### src/rtl/cic_pkg.sv
// Shared constants and helpers for the CIC interpolating PDM transmitter.
package cic_pkg;

    // Number of comb and integrator stages in the CIC filter.
    localparam int N_STAGES = 3;

    // Internal datapath width. The interpolating CIC grows by N_STAGES*LOG2R bits.
    function automatic int acc_w(input int in_w, input int log2r);
        return in_w + N_STAGES * log2r;
    endfunction

    // Two's complement to offset binary: invert the sign bit of a w-bit value.
    // The caller truncates the result to w bits.
    function automatic logic [31:0] offset_bin(input logic [31:0] x, input int w);
        return x ^ (32'd1 << (w - 1));
    endfunction

endpackage

### src/rtl/pdm_sd_mod.sv
// First-order delta-sigma modulator: each clk {carry, acc} <= acc + u and the
// carry becomes the PDM bit. Ones density equals u / 2^W.
module pdm_sd_mod #(
    parameter int W = 16
) (
    input  logic         clk,
    input  logic         rst,
    input  logic [W-1:0] u,
    output logic         pdm_out
);

    logic [W-1:0] acc_q;
    logic         pdm_q;
    logic [W:0]   sum_d;

    assign sum_d = {1'b0, acc_q} + {1'b0, u};

    // Accumulate u every clk and register the carry out as the PDM bit.
    always_ff @(posedge clk or negedge rst) begin
        if (!rst) begin
            acc_q <= '0;
            pdm_q <= 1'b0;
        end else begin
            acc_q <= sum_d[W-1:0];
            pdm_q <= sum_d[W];
        end
    end

    assign pdm_out = pdm_q;

endmodule

### src/rtl/cic_interp_pdm_tx.sv
// CIC interpolating PDM transmitter.
//
// PCM samples arrive through a valid/ready handshake once every R = 2^LOG2R
// clocks (ready is high only while the phase counter sits at R-1). The held
// sample drives a 3-stage CIC interpolator: combs at the sample rate, zero
// stuffing, integrators at clk rate. The last integrator output is scaled by
// 1/R^2, saturated to IN_W bits and fed to a first-order delta-sigma modulator
// producing one PDM bit per clk.
//
// Latency: the comb fires on the phase-0 cycle following a transfer slot.
// Counting registered stages from that fire: comb register (1), three
// pipelined integrators (3), modulator output register (1). If the fire
// happens in cycle p, the first pdm_out bit affected appears in cycle p+5.
//
// underrun is decoded from the registered ready flag and in_valid, so it is
// high during the phase R-1 cycle of a slot that passes without a transfer,
// and reads 0 whenever the block is in reset.
module cic_interp_pdm_tx
    import cic_pkg::*;
#(
    parameter int IN_W  = 16,
    parameter int LOG2R = 6
) (
    input  logic                   clk,
    input  logic                   rst,
    input  logic signed [IN_W-1:0] in_data,
    input  logic                   in_valid,
    output logic                   in_ready,
    output logic                   pdm_out,
    output logic                   underrun
);

    localparam int ACC_W = acc_w(IN_W, LOG2R);
    localparam int SHIFT = 2 * LOG2R;
    localparam int SC_W  = ACC_W - SHIFT;

    localparam logic [LOG2R-1:0]       PH_LAST = '1;
    localparam logic signed [SC_W-1:0] SAT_HI  = SC_W'((1 << (IN_W - 1)) - 1);
    localparam logic signed [SC_W-1:0] SAT_LO  = -SAT_HI - SC_W'(1);

    // ------------------------------------------------------------------
    // Slot timing and input handshake
    // ------------------------------------------------------------------
    logic [LOG2R-1:0]       phase_q, phase_d;
    logic                   ready_q, ready_d;
    logic signed [IN_W-1:0] held_q, held_d;
    logic                   xfer;
    logic                   fire;

    assign phase_d = phase_q + LOG2R'(1);
    // Ready is registered from the next phase so it is high exactly while
    // phase_q == R-1.
    assign ready_d = (phase_d == PH_LAST);
    assign xfer    = ready_q & in_valid;
    assign held_d  = xfer ? in_data : held_q;
    // The comb fires on phase 0; a transfer happens at phase R-1, so the comb
    // always sees the sample latched on the previous edge.
    assign fire    = (phase_q == '0);

    assign in_ready = ready_q;
    assign underrun = ready_q & ~in_valid;

    // Phase counter, ready flag and held sample.
    always_ff @(posedge clk or negedge rst) begin
        // NOTE: sequential state uses non-blocking assignments so every
        // register samples values from before the edge, independent of order.
        if (!rst) begin
            phase_q <= '0;
            ready_q <= 1'b0;
            held_q  <= '0;
        end else begin
            phase_q <= phase_d;
            ready_q <= ready_d;
            held_q  <= held_d;
        end
    end

    // ------------------------------------------------------------------
    // Comb section: N_STAGES first differences, updated once per slot
    // ------------------------------------------------------------------
    logic signed [ACC_W-1:0] comb_x     [N_STAGES+1];
    logic signed [ACC_W-1:0] comb_dly_q [N_STAGES];
    logic signed [ACC_W-1:0] comb_q, comb_d;

    assign comb_x[0] = {{(ACC_W-IN_W){held_q[IN_W-1]}}, held_q};

    for (genvar i = 0; i < N_STAGES; i++) begin : g_comb
        assign comb_x[i+1] = comb_x[i] - comb_dly_q[i];
    end

    // Zero stuffing: the comb result enters the integrators for one clk only.
    assign comb_d = fire ? comb_x[N_STAGES] : '0;

    // Comb delay elements (updated on fire only) and the zero-stuffed output.
    always_ff @(posedge clk or negedge rst) begin
        if (!rst) begin
            // NOTE: this small register array is cleared element by element
            // because the filter state must restart from zero after reset.
            for (int i = 0; i < N_STAGES; i++) comb_dly_q[i] <= '0;
            comb_q <= '0;
        end else begin
            for (int i = 0; i < N_STAGES; i++) begin
                if (fire) comb_dly_q[i] <= comb_x[i];
            end
            comb_q <= comb_d;
        end
    end

    // ------------------------------------------------------------------
    // Integrator section: N_STAGES pipelined accumulators at clk rate.
    // Two's complement wrap is harmless: the final value is exact modulo
    // 2^ACC_W and always fits.
    // ------------------------------------------------------------------
    logic signed [ACC_W-1:0] int_q [N_STAGES];
    logic signed [ACC_W-1:0] int_d [N_STAGES];

    for (genvar i = 0; i < N_STAGES; i++) begin : g_int
        if (i == 0) begin : g_first
            assign int_d[i] = int_q[i] + comb_q;
        end else begin : g_next
            assign int_d[i] = int_q[i] + int_q[i-1];
        end
    end

    // Integrator registers, one pipeline stage each.
    always_ff @(posedge clk or negedge rst) begin
        if (!rst) begin
            for (int i = 0; i < N_STAGES; i++) int_q[i] <= '0;
        end else begin
            for (int i = 0; i < N_STAGES; i++) int_q[i] <= int_d[i];
        end
    end

    // ------------------------------------------------------------------
    // Gain removal and saturation
    // ------------------------------------------------------------------
    logic signed [SC_W-1:0] scaled;
    logic signed [IN_W-1:0] sat;
    logic [IN_W-1:0]        mod_u;

    // Dropping the low 2*LOG2R bits is an arithmetic shift right by the R^2 gain.
    assign scaled = int_q[N_STAGES-1][ACC_W-1:SHIFT];

    // Clamp the scaled value to the signed IN_W range.
    always_comb begin
        // NOTE: the default assignment first keeps every path assigned, so no
        // latch is inferred.
        sat = scaled[IN_W-1:0];
        if (scaled > SAT_HI) begin
            sat = {1'b0, {(IN_W-1){1'b1}}};
        end else if (scaled < SAT_LO) begin
            sat = {1'b1, {(IN_W-1){1'b0}}};
        end
    end

    assign mod_u = IN_W'(offset_bin(32'(sat), IN_W));

    // ------------------------------------------------------------------
    // Delta-sigma modulator
    // ------------------------------------------------------------------
    pdm_sd_mod #(
        .W (IN_W)
    ) u_mod (
        .clk     (clk),
        .rst     (rst),
        .u       (mod_u),
        .pdm_out (pdm_out)
    );

endmodule

### config.mk
export PLATFORM = sky130hd
export DESIGN_NAME = cic_interp_pdm_tx
export DESIGN_NICKNAME = d
export VERILOG_FILES = /design/src/rtl/cic_pkg.sv /design/src/rtl/pdm_sd_mod.sv /design/src/rtl/cic_interp_pdm_tx.sv
export SDC_FILE = /design/constraint.sdc
export NUM_CORES = 1
export LEC_CHECK = 0
export CAP_MARGIN = 20
export CORE_MARGIN = 4
export CORE_UTILIZATION = 25
export CTS_CLUSTER_DIAMETER = 80
export CTS_CLUSTER_SIZE = 16
export DETAILED_ROUTE_END_ITERATION = 12
export GPL_ROUTABILITY_DRIVEN = 0
export PLACE_DENSITY = 0.49
export SLEW_MARGIN = 10
export SYNTH_ARGS = -nofsm -noshare
export SYNTH_HDL_FRONTEND = slang
export SYNTH_HIERARCHICAL = 1
export SYNTH_SLANG_ARGS = --single-unit
### constraint.sdc
create_clock -name clk -period 5.4 [get_ports clk]
set_input_delay 0.81 -clock clk [delete_from_list [all_inputs] [get_ports clk]]
set_output_delay 0.81 -clock clk [all_outputs]
set_load 0.02 [all_outputs]
# Yosys cells after proc, flatten, opt, wreduce, memory -nomap -nowiden
# Index checks and enable logic that the tools add are counted.
totals:
  regBits: 243
  out_inout_bits: 3
op_classes:
  n_addsub: 8
  reduce_logical: 1
  n_mux: 3
  magnitude_cmp: 2
  n_eq_ne: 1
  bitwise: 4
op_table:
  columns: ["operator", "n"]
  rows:
  - ["adder 34 bit", 3]
  - ["two-way mux 34 bit", 1]
  - ["subtractor 34 bit", 1]
  - ["two-way mux 16 bit", 2]
  - ["> comparator 22 x 16 -> 1 bit, second input constant", 1]
  - ["< comparator 22 x 16 -> 1 bit, second input constant", 1]
  - ["subtractor 17 x 17 -> 18 bit", 1]
  - ["adder 16 x 16 -> 17 bit", 1]
  - ["subtractor 16 x 16 -> 17 bit", 1]
  - ["adder 6 x 1 -> 6 bit, second input constant", 1]
  - ["== test 6 bit, second input constant", 1]
  - ["logical NOT 6 bit", 1]
  - ["AND 1 bit", 2]
  - ["inverter 1 bit", 2]

# Logic depth before layout (Yosys ltp)
depth:
  ltp_word: 5
  mapped_depth: 25
  mapped_depth_nobuf: 25

# Hierarchy
# Netlist, hierarchy kept.
by_module_without_submodules:
  columns: ["module", "cells_each", "seq_area_each_um2", "area_each_um2", "n_inst"]
  rows:
  - ["cic_interp_pdm_tx", 1644, 5255.0, 14858.0, 1]
  - ["pdm_sd_mod", 119, 425.4, 1187.4, 1]

# Worst setup path after synthesis
# OpenSTA, ideal clock, no wires.
synth_path:
  path_kind: "register to register"
  start: "register held_q[0]"
  end: "register comb_q[19]"
  setup_ps: 144
  t_arrival_ps: 4724
  stages_incl_launch_ff: 25
  path_slack_ps: 532
  n_path_buf: 1
  synth_period_minus_slack_ps: 4868
  path_cell_list: "dfrtp_1 -> inv_1 -> ha_1 -> inv_1 -> fa_1 -> a21o_1 -> a211oi_1 -> o21ai_0 -> a31oi_1 -> o21ai_0 -> xor2_1 -> ha_1 -> a21o_1 -> a21o_1 -> a21oi_1 -> o21ai_0 -> a21oi_1 -> xnor2_1 -> ha_1 -> clkbuf_1 -> nand2_1 -> nor2_1 -> a21oi_1 -> o21ai_1 -> a31oi_1"
synth_rtl:
  columns: ["element", "line_no", "rtl"]
  rows:
  - ["start: declaration", "cic_interp_pdm_tx.sv:46", "logic signed [IN_W-1:0] held_q, held_d;"]
  - ["start signal: assignment", "cic_interp_pdm_tx.sv:74", "held_q <= held_d;"]
  - ["end signal: assignment", "cic_interp_pdm_tx.sv:105", "comb_q <= comb_d;"]
  - ["end: declaration", "cic_interp_pdm_tx.sv:83", "logic signed [ACC_W-1:0] comb_q, comb_d;"]

==> impl_metrics.env <==
export IMPL_cp_max_fo=7
export IMPL_area_growth_synth_to_final_pct=11.8
export IMPL_path_clk_slew_ns=0.07
export IMPL_ant_nets=0
export IMPL_detail_route_drc_violations=0
export IMPL_dieArea_um2=68300
export IMPL_fill_cells=6724
export IMPL_die_w_um=261
export IMPL_first_global_vias=12592
export IMPL_grt_pass1_wl_mm=61.4
export IMPL_syn_cell_area_um2=16000
export IMPL_antenna_cells=0
export IMPL_globalRouteOverflowTotal=0
export IMPL_syn_nets=1958
export IMPL_ios=22
export IMPL_synth_edff_count=0
export IMPL_slew_viol_final=0
export IMPL_finalCritPeriodShare_pct=94.6
export IMPL_cts_root_buf="clkbuf_16"
export IMPL_async_flop_share_pct=100
export IMPL_first_pass_iters=7
export IMPL_drt_wl_total_mm=36.1
export IMPL_power_density_nw_per_um2=179
export IMPL_fin_crit_ns=5.11
export IMPL_final_common_cell="dfrtp_1"
export IMPL_required_ns=5.85
export IMPL_setup_viol=0
export IMPL_synth_warnings=6
export IMPL_cts_sinks=227
export IMPL_hold_viol_final=0
export IMPL_peakVddDrop_mv=0.157
export IMPL_grt_use_total_pct=10.6
export IMPL_maxSlewHeadroom_pct=29.6
export IMPL_drive_gt1_share_pct=6.83
export IMPL_std_cell_rows=92
export IMPL_syn_avg_cell_area_um2=9.10
export IMPL_portBuffers=21
export IMPL_vias=12535
export IMPL_worst_setup_path_type="flip-flop to flip-flop"
export IMPL_antenna_found_initial=0
export IMPL_cts_htree_levels=1
export IMPL_worstHoldPathType="primary input to asynchronous set/reset pin"
export IMPL_max_freq_mhz=196
export IMPL_nets=1959
export IMPL_synth_distinct_cells=82
export IMPL_p_leak_uw=0.00853
export IMPL_final_cell_area_um2=17900
export IMPL_cts_tree="yes"
export IMPL_clockBufferDepth=3
export IMPL_insertion_delay_ns=0.53
export IMPL_avgViaCountPerCell=4.79
export IMPL_critPathArrivalTime_ns=5.56
export IMPL_fin_skew_ns=0.0173
export IMPL_end_kind="flip-flop"
export IMPL_placed_area_um2=17200
export IMPL_ys_flop_type="dfrtp_1"
export IMPL_synthCells=1763
export IMPL_cts_buffers=21
export IMPL_worst_slew_pin_slew_ns=1.06
export IMPL_first_iter_violations=681
export IMPL_die_h_um=261
export IMPL_synth_seq_area_share_pct=35.4
export IMPL_grt_start_max_net_pins=180
export IMPL_coreArea_um2=63300
export IMPL_routedWlPerCell_um=13.8
export IMPL_tns_ns=0
export IMPL_cp_start_kind="flip-flop"
export IMPL_maxCapViolCount=0
export IMPL_synth_seq_cells=227
export IMPL_layout_common_cells="227 x dfrtp_1, 166 x ha_1, 150 x a21oi_1"
export IMPL_status="completed"
export IMPL_hpwlAfterDp_mm=27.1
export IMPL_initial_utilization_pct=25.3
==> final cells by class <==
| class | instances | area [µm²] | area share [%] |
|---|---|---|---|
| flip-flops and latches | 227 | 5680 | 31.7 |
| inverters | 96 | 360 | 2.01 |
| clock inverters | 8 | 77.6 | 0.433 |
| clock buffers | 23 | 543 | 3.03 |
| well taps | 846 | 1060 | 5.90 |
| repair buffers | 36 | 340 | 1.90 |
| multi-input cells | 1382 | 9870 | 55.1 |
==> where the power goes <==
| group | internal (µW) | switching (µW) |
|---|---|---|
| Clock | 738 | 721 |
| Sequential | 1700 | 0 |
| Combinational | 13.2 | 34.9 |
==> flip-flops by register name, summed over array words and instances, names as in the netlist <==
name / flops
u_mod/acc_q: 16
u_mod/pdm_out: 1
phase_q: 6
comb_q: 34
held_q: 16
int_q: 102
comb_dly_q: 51
in_ready: 1
==> routing by layer <==
layer | part of all wire, % | track usage, % | wire, µm | vias to the layer above
li1 | - | - | - | 6454
met1 | 48 | 13.9 | 17400 | 5864
met2 | 46 | 18.2 | 16700 | 158
met3 | 3.0 | 1.54 | 1070 | 59
met4 | 2.8 | 3.01 | 1000 | 0
met5 | 0 | 0 | 0 | -
==> repair_timing <==
| item | CTS | global route |
|---|---|---|
| endpoints found under the hold margin | 0 | 0 |
| hold buffers | 0 | 0 |
| setup buffers | 0 | 2 |
| endpoints found under the setup margin | 6 | 19 |
| pin swaps | 2 | 8 |
| resized for setup | 1 | 20 |
==> path summary, 6_finish.rpt <==
kind | to | start | slack [ns] | depth (start not counted)
max | comb_q[17]$_DFF_PN0_ | held_q[1]$_DFFE_PN0P_ | 0.29 | 23
min | u_mod/acc_q[1]$_DFF_PN0_ | rst | 0.19 | 1
max reg2reg | comb_q[17]$_DFF_PN0_ | held_q[1]$_DFFE_PN0P_ | 0.29 | 23
min reg2reg | u_mod/acc_q[0]$_DFF_PN0_ | u_mod/acc_q[0]$_DFF_PN0_ | 0.47 | 1
max in group asynchronous | comb_dly_q[42]$_DFFE_PN0P_ | rst | 3.84 | 2
min in group clk | u_mod/acc_q[0]$_DFF_PN0_ | u_mod/acc_q[0]$_DFF_PN0_ | 0.47 | 1
==> worst max-delay path, cell delays in order, from the launching register on <==
cell	delay, ns
dfrtp_1	0.43
ha_1	0.30
nor2b_1	0.14
o31a_1	0.27
o31a_1	0.30
o21ai_1	0.18
nand2_1	0.09
xor2_1	0.16
ha_1	0.23
or2_2	0.31
nor3_1	0.19
a211oi_1	0.11
buf_4	0.17
a221oi_1	0.28
buf_4	0.17
xnor2_1	0.15
ha_2	0.37
a21o_1	0.17
a21oi_1	0.19
a21boi_0	0.11
o21a_1	0.19
o31ai_2	0.25
nand3_1	0.11
a21oi_1	0.17
==> through the flow <==
stage | worst slack (ns) | power [µW] | hold slack (ns) | std cells | utilization [%]
after global placement | 0.0842 | 1780 | 0.455 | 2585 | 27.2
after global routing | -0.00760 | 3340 | 0.209 | 2618 | 28.3
final | 0.294 | 3200 | 0.191 | 2618 | 28.3
after floorplan | 0.532 | 1730 | 0.443 | 1763 | -
after CTS | 0.0545 | 3290 | 0.184 | 2616 | 28.2
after detailed placement | -0.0206 | 1780 | 0.460 | 2585 | 27.2
==> synthesized netlist by cell type, types with 26 or more instances <==
cell type / instances / area [µm²]
a211oi_1: 26 / 195
a21o_1: 65 / 488
nand2_1: 149 / 559
xnor2_1: 80 / 701
o21a_1: 35 / 263
nor2_1: 99 / 372
nor3_1: 30 / 150
dfrtp_1: 227 / 5680
inv_1: 96 / 360
a21oi_1: 152 / 761
xor2_1: 47 / 412
clkbuf_1: 50 / 188
a31oi_1: 26 / 163
ha_1: 169 / 2110
mux2_2: 28 / 315
o21ai_0: 133 / 666
nand3_1: 45 / 225
==> cell families after synthesis <==
group / share of synthesized area [%]
adder cells (fa/ha/maj): 14.1
flip-flops: 35.4
buffers and inverters: 3.64
XOR/XNOR: 6.93
multiplexers: 2.46
AO/OA/AOI/OAI: 23.7
AND/OR/NAND/NOR: 13.8
(Power assumes the default switching activity.)
